===== src/rtl/load_store_unit.sv =====
// MEM-stage load/store sequencer: one bus access per instruction,
// pipeline stalled from issue until the access completes or times out.
module load_store_unit #(
  parameter int WAIT_LIMIT = 16
) (
  input  logic        clock,
  input  logic        reset,
  input  logic [1:0]  ResultSrcM,
  input  logic        MemWriteM,
  input  logic [2:0]  Funct3M,
  input  logic [31:0] ALUResultM,
  input  logic [31:0] WriteDataM,
  output logic        dmem_req,
  output logic        dmem_we,
  output logic [31:0] dmem_addr,
  output logic [3:0]  dmem_wstrb,
  output logic [31:0] dmem_wdata,
  input  logic [31:0] dmem_rdata,
  input  logic        dmem_ack,
  output logic [31:0] ReadDataM,
  output logic        StallM,
  output logic        FaultM,
  output logic        TimeoutM
);

  typedef enum logic [1:0] {IDLE, BUSY, DONE} state_t;

  localparam logic [7:0] LastWait = 8'(WAIT_LIMIT - 1);

  state_t      state, stateNext;
  logic [7:0]  waitCount;
  logic [1:0]  offsetQ;
  logic [2:0]  funct3Q;
  logic        isLoadQ;
  logic        isStore, isLoad, access;
  logic        misaligned, badFunct3, fault, timeout;
  logic [3:0]  wstrbNext;
  logic [31:0] wdataNext, shifted, loadData;

  always_comb begin
    isStore = MemWriteM;
    isLoad  = (ResultSrcM == 2'b01) && !MemWriteM;
    access  = isStore || isLoad;
    misaligned = 1'b0;
    unique case (Funct3M[1:0])
      2'b01:   misaligned = ALUResultM[0];
      2'b10:   misaligned = |ALUResultM[1:0];
      default: misaligned = 1'b0;
    endcase
    if (isStore)
      badFunct3 = Funct3M > 3'b010;
    else
      badFunct3 = (Funct3M == 3'b011) || (Funct3M[2:1] == 2'b11);
    fault = access && (misaligned || badFunct3);
  end

  always_comb begin
    wstrbNext = 4'b0000;
    wdataNext = WriteDataM;
    unique case (Funct3M[1:0])
      2'b00: begin
        wstrbNext = 4'b0001 << ALUResultM[1:0];
        wdataNext = {4{WriteDataM[7:0]}};
      end
      2'b01: begin
        wstrbNext = ALUResultM[1] ? 4'b1100 : 4'b0011;
        wdataNext = {2{WriteDataM[15:0]}};
      end
      default: wstrbNext = 4'b1111;
    endcase
    if (!isStore) wstrbNext = 4'b0000;
  end

  // formatting uses the offset captured at issue, not the live address
  always_comb begin
    shifted  = dmem_rdata >> {offsetQ, 3'b000};
    loadData = dmem_rdata;
    unique case (funct3Q)
      3'b000:  loadData = {{24{shifted[7]}}, shifted[7:0]};
      3'b100:  loadData = {24'b0, shifted[7:0]};
      3'b001:  loadData = {{16{shifted[15]}}, shifted[15:0]};
      3'b101:  loadData = {16'b0, shifted[15:0]};
      default: loadData = dmem_rdata;
    endcase
  end

  always_ff @(posedge clock) begin
    if (reset) state <= IDLE;
    else       state <= stateNext;
  end

  always_comb begin
    stateNext = state;
    StallM    = 1'b0;
    FaultM    = 1'b0;
    timeout   = 1'b0;
    unique case (state)
      IDLE: begin
        FaultM = fault;
        StallM = access && !fault;
        if (access && !fault) stateNext = BUSY;
      end
      BUSY: begin
        StallM  = 1'b1;
        timeout = !dmem_ack && (waitCount == LastWait);
        if (dmem_ack || timeout) stateNext = DONE;
      end
      DONE:    stateNext = IDLE;
      default: stateNext = IDLE;
    endcase
  end

  always_ff @(posedge clock) begin
    if (reset) begin
      waitCount  <= '0;
      offsetQ    <= '0;
      funct3Q    <= '0;
      isLoadQ    <= 1'b0;
      dmem_req   <= 1'b0;
      dmem_we    <= 1'b0;
      dmem_addr  <= '0;
      dmem_wstrb <= '0;
      dmem_wdata <= '0;
      ReadDataM  <= '0;
      TimeoutM   <= 1'b0;
    end else begin
      TimeoutM <= 1'b0;
      unique case (state)
        IDLE: begin
          if (fault) begin
            ReadDataM <= '0;
          end else if (access) begin
            dmem_req   <= 1'b1;
            dmem_we    <= isStore;
            dmem_addr  <= {ALUResultM[31:2], 2'b00};
            dmem_wstrb <= wstrbNext;
            dmem_wdata <= wdataNext;
            waitCount  <= '0;
            offsetQ    <= ALUResultM[1:0];
            funct3Q    <= Funct3M;
            isLoadQ    <= isLoad;
            // store wins over a simultaneous load request, which then reads 0
            if (isStore && ResultSrcM == 2'b01) ReadDataM <= '0;
          end
        end
        BUSY: begin
          if (dmem_ack) begin
            dmem_req <= 1'b0;
            if (isLoadQ) ReadDataM <= loadData;
          end else if (timeout) begin
            dmem_req <= 1'b0;
            TimeoutM <= 1'b1;
            if (isLoadQ) ReadDataM <= '0;
          end else begin
            waitCount <= waitCount + 8'd1;
          end
        end
        default: ;
      endcase
    end
  end

endmodule


===== config.mk =====
export PLATFORM = sky130hd
export DESIGN_NAME = load_store_unit
export DESIGN_NICKNAME = d
export VERILOG_FILES = /design/src/rtl/load_store_unit.sv
export SDC_FILE = /design/constraint.sdc
export NUM_CORES = 1
export LEC_CHECK = 0
export BUFFER_PORTS_ARGS = -buffer_cell sky130_fd_sc_hd__buf_4
export CORE_UTILIZATION = 49
export DETAILED_ROUTE_END_ITERATION = 10
export PLACE_DENSITY = 0.78
export SLEW_MARGIN = 20
export SYNTH_ARGS = -nofsm -noshare
export SYNTH_HDL_FRONTEND = slang
export SYNTH_SLANG_ARGS = --single-unit

===== constraint.sdc =====
create_clock -name clock -period 3.2 [get_ports clock]
set_input_delay 0.48 -clock clock [delete_from_list [all_inputs] [get_ports clock]]
set_output_delay 0.48 -clock clock [all_outputs]
set_load 0.005 [all_outputs]

After elaboration in Yosys (flattened, before gate mapping)
Cells that the tools add are included.

cells by class
  $add $sub $neg = 1
  $lt $le $gt $ge = 1
  eq/ne operators = 20
  shift operators = 2
  multiplexer cells = 32
  bitwise operators = 2
  reductions and logical operators = 23

operator list
  operator             count
  $mux 32              7
  $pmux 32 s2          2
  $pmux 32 s4          1
  $mux 8               4
  $shr 32x5->16        1
  $pmux 8 s2           1
  $ne 2x2->1 const B   7
  $reduce_and 5->1     2
  $ne 3x3->1 const B   3
  $add 8x1->8 const B  1
  $eq 8x4->1 const B   1
  $mux 1               8
  $mux 4               2
  $pmux 4 s2           1
  $eq 2x1->1 const B   3
  $eq 3x3->1 const B   2
  $pmux 1 s2           3
  $logic_and 1x1->1    5
  $eq 2x2->1 const B   2
  $logic_not 2->1      2
  $logic_or 1x1->1     4
  $mux 2               2
  $pmux 2 s2           1
  $reduce_and 4->1     1
  12 further kinds     15

storage, ports and cells
  register bits = 117
  input port bits = 105
  output and inout port bits = 105
  logic and storage cells = 93

Depth between registers and ports, before layout
  depth after elaboration = 9
  gate-level depth with buffers = 11
  depth with buffers taken out = 7

Worst setup path after synthesis
Ideal clock, no wire load.

  path type = input-to-reg
  from = input port Funct3M[1]
  to = register dmem_wdata[30]
  setup time = 0.132 ns
  data arrival time = 2.499 ns
  required time = 3.068 ns
  slack = 0.569 ns
  cell stages on the path = 11
  buffers on the path = 4
  cell sequence = clkbuf_1 inv_1 ha_1 clkbuf_1 o211ai_1 nand2_1 or4_1 buf_2 buf_6 a211oi_1 nor3_1

between the ends
  word-level cells in the longest chain between the ends = 7
  elaborated cells between the ends (all ways) = 14
  classes of those cells = order compare (1); eq/ne (4); mux (3); bitwise (1); reduce/logical (5)

RTL lines
  item                                                RTL line  RTL
  from (decl)                                         10        input logic [2:0] Funct3M,
  branches (longest 7 deep; another with $gt 3x2->1)  -
  to (signal assigned)                                137       dmem_wdata <= wdataNext;
  to (decl)                                           17        output logic [31:0] dmem_wdata,

Several ways; the timed one is not identified.
A chain may end at the register's enable or synchronous reset.

Worst setup path after layout
  from = input port Funct3M[1]
  to = output port StallM

between the ends
  word-level cells in the longest chain between the ends = 8
  elaborated cells between the ends (all ways) = 13
  classes of those cells = order compare (1); eq/ne (4); mux (3); reduce/logical (5)

RTL lines
  item                                                RTL line  RTL
  branches (longest 3 deep; another with $gt 3x2->1)  -
  $logic_or 1x1->1 (*)                                54        fault = access && (misaligned || badFunct3);
  $logic_and 1x1->1 (*)                               54
  $logic_not 1->1 (*)                                 100       StallM = access && !fault;
  $logic_and 1x1->1 (*)                               100
  $pmux 1 s2 (*)                                      97        unique case (state)
  to (decl)                                           21        output logic StallM,

Every way passes the cells marked *.

==> results.sh <==
export IMPL_setup_viol_count_final=0
export IMPL_num_rows=38
export IMPL_postSynth_asyncResetShare=0
export IMPL_die_height_um=108
export IMPL_gr_total_overflow=0
export IMPL_drc=0
export IMPL_setup_worst_path_end_class="output port"
export IMPL_grt_pass1_vias=5414
export IMPL_ctsRootBufferMaster="sky130_fd_sc_hd__clkbuf_16"
export IMPL_leakagePower_nw=3.20
export IMPL_layout_cells_non_filler=1005
export IMPL_cts_hold_buf=0
export IMPL_drv_slew=0
export IMPL_chipWidth_um=108
export IMPL_clock_latency_ns=0.41
export IMPL_initialDrtViolationCount=353
export IMPL_power_ir_vdd_worst_mv=0.397
export IMPL_grt_start_max_net_pins=118
export IMPL_htree_num_levels=4
export IMPL_finalCriticalPeriod_ns=2.58
export IMPL_maximum_achievable_frequency_mhz=387
export IMPL_timing_max_slew_rel_slack=0.438
export IMPL_mostFrequentLayoutCells="sky130_fd_sc_hd__buf_4 (216), sky130_fd_sc_hd__dfxtp_1 (117), sky130_fd_sc_hd__nand2_1 (109)"
export IMPL_global_route_usage_total=0.284
export IMPL_post_drt_via_cell_ratio=5.67
export IMPL_clock_skew_final_ns=0.00564
export IMPL_ioPinCount=210
export IMPL_core_area_mm2=0.0109
export IMPL_finish_net_count=962
export IMPL_cp_max_fo=11
export IMPL_timing_hold_worst_class="in -> reg"
export IMPL_synthDistinctLibCells=52
export IMPL_initial_core_utilization=0.505
export IMPL_post_cts_repair_setup_buffers=0
export IMPL_synthDominantAreaCellType="sky130_fd_sc_hd__dfxtp_1"
export IMPL_synth_seq_cells=117
export IMPL_critical_path_class="in -> out"
export IMPL_drive_above_1_share=0.292
export IMPL_syn2layout_area_growth_pct=38.9
export IMPL_clkSinkCount=117
export IMPL_synth_edff_count=0
export IMPL_dp_hpwl_mm=11.5
export IMPL_global_route_wire_length_before_repair_mm=25.9
export IMPL_synth_cell_area_mm2=0.00553
export IMPL_area_of_the_die_mm2=0.0117
export IMPL_maxCapViolCount=0
export IMPL_synth_seq_area_share=0.424
export IMPL_timing_setup_tns_ns=0
export IMPL_netlist_instances=670
export IMPL_power_density_mw_per_mm2=548
export IMPL_dominantRegCellSynth="sky130_fd_sc_hd__dfxtp_1"
export IMPL_clk_path_buf_depth=2
export IMPL_ant_nets=0
export IMPL_crit_path_start_kind="primary input"
export IMPL_drtPass1Iterations=7
export IMPL_yosys_top_cells_area="sky130_fd_sc_hd__dfxtp_1 (42%), sky130_fd_sc_hd__a21oi_1 (7.7%), sky130_fd_sc_hd__nand2_1 (7.4%), sky130_fd_sc_hd__mux2i_1 (6.9%), sky130_fd_sc_hd__nand2b_1 (4.8%)"
export IMPL_antenna_found_initial=0
export IMPL_numPlacedInstances=973
export IMPL_leading_cell_type_in_the_layout_fill_and_taps_excluded="sky130_fd_sc_hd__buf_4"
export IMPL_outcome="completed"
export IMPL_synth_yosys_warnings=0
export IMPL_total_of_cells_resized_after_clock_tree_synthesis=0
export IMPL_route_vias_total=5697
export IMPL_final_hold_viol_count=0
export IMPL_final_period_utilization=0.807
export IMPL_yosys_area_top_type_share=0.424
export IMPL_totalWireLength_mm=16.6
export IMPL_cts_clk_slew_worst_paths_ns=0.05
export IMPL_arrival_ns=2.10
export IMPL_port_buffers=207
export IMPL_diodes=0
export IMPL_rsz_0062_raised_after_global_routing="no"
export IMPL_syn_area_per_cell_um2=8.25
export IMPL_finalWeightedCongestion=0.841
export IMPL_cts_made_buffers=17
export IMPL_cts_tree="done"
export IMPL_drt_wirelength_per_cell_um=16.6
export IMPL_worst_endpoint_required_ns=2.72
export IMPL_worstMarginPinSlew_ns=0.835
-- state kept, by name (all words and copies together), names as in the netlist --
register    cells
ReadDataM      32
TimeoutM        1
dmem_addr      30
dmem_req        1
dmem_wdata     32
dmem_we         1
dmem_wstrb      4
funct3Q         3
isLoadQ         1
offsetQ         2
state           2
waitCount       8
-- per-stage QoR --
| step | worst slack, ns | power [mW] | hold slack, ns | instance area (um2) | util |
|---|---|---|---|---|---|
| 6_report | 0.616 | 4.21 | 0.275 | 7680 | 0.702 |
| 5_1_grt | 0.479 | 4.38 | 0.283 | 7680 | 0.702 |
| 4_1_cts | 0.614 | 4.23 | 0.260 | 7670 | 0.702 |
| 3_5_place_dp | 0.487 | 2.35 | 0.450 | 7090 | 0.648 |
| 3_3_place_gp | 0.559 | 2.33 | 0.443 | 7090 | 0.648 |
| 2_1_floorplan | 0.569 | 2.03 | 0.448 | 5530 | - |
-- path summary, 6_finish.rpt --
kind                               startpoint  slack [ns]  cells past startpoint            end
worst max-delay path               Funct3M[1]        0.62                      8         StallM
worst max register to register   waitCount[4]        0.75                      5  ReadDataM[11]
worst min-delay path                 dmem_ack        0.27                      2       TimeoutM
worst min register to register  dmem_wdata[5]        0.45                      2  dmem_wdata[5]
-- final cells by class --
class                      count  area (um2)
fill                         857        3260
inverter                      10        37.5
clock buffer                  22         454
tap                          140         175
timing repair buffer         218        1650
clock inverter                10         130
sequential                   117        2340
multi-input combinational    488        2880
-- worst max-delay path, stage by stage --
cell,delay (ns)
sky130_fd_sc_hd__buf_4,0.17
sky130_fd_sc_hd__inv_1,0.08
sky130_fd_sc_hd__ha_1,0.29
sky130_fd_sc_hd__o211ai_1,0.09
sky130_fd_sc_hd__nand2_1,0.19
sky130_fd_sc_hd__or3_1,0.38
sky130_fd_sc_hd__o31ai_1,0.25
sky130_fd_sc_hd__buf_4,0.16
-- power breakdown --
| group | total, mW | switching (mW) | internal [mW] |
|---|---|---|---|
| sequential | 1.60 | 0.0593 | 1.55 |
| combinational | 0.726 | 0.381 | 0.345 |
| clock | 1.88 | 0.643 | 1.24 |
| total | 4.21 | 1.08 | 3.13 |
-- synth_stat cells, types with 5 or more instances --
cell type                  count
sky130_fd_sc_hd__buf_2        17
sky130_fd_sc_hd__nand2_1     109
sky130_fd_sc_hd__buf_6         5
sky130_fd_sc_hd__o221ai_1     14
sky130_fd_sc_hd__dfxtp_1     117
sky130_fd_sc_hd__nor2_1       43
sky130_fd_sc_hd__nor3_1       16
sky130_fd_sc_hd__mux2i_1      38
sky130_fd_sc_hd__inv_1         9
sky130_fd_sc_hd__o21bai_1      6
sky130_fd_sc_hd__o211ai_1     18
sky130_fd_sc_hd__a22o_1        8
sky130_fd_sc_hd__clkbuf_1     30
sky130_fd_sc_hd__a21oi_1      85
sky130_fd_sc_hd__ha_1          5
sky130_fd_sc_hd__nor2b_1      11
sky130_fd_sc_hd__a211oi_1     23
sky130_fd_sc_hd__nand2b_1     42
sky130_fd_sc_hd__nand3_1       7
sky130_fd_sc_hd__o21ai_0      17
-- metal layers --
layer  part of all wire  vias to the layer above  wire, um  GRT usage
met3              0.089                       40      1490     0.0802
li1                   -                     2722         -          -
met5                  0                        -         0          0
met2               0.48                      285      8060      0.481
met4              0.028                        0       464      0.131
met1               0.40                     2650      6620      0.332
-- logic make-up (layout without fill, tap and decap cells) --
group | count (synthesis) | after routing | synth area share
AOI/OAI and AO/OA | 197 | 197 | 0.228
xor gates and xnor gates | 1 | 1 | 0.00159
adders and majority gates | 5 | 5 | 0.0113
buffers and inverters | 66 | 260 | 0.0568
DFF | 117 | 117 | 0.424
muxes | 40 | 40 | 0.0729
other | 1 | 2 | 0.000679
and+or+nand+nor | 243 | 243 | 0.205
No activity file was read; power rests on OpenSTA's default activity.
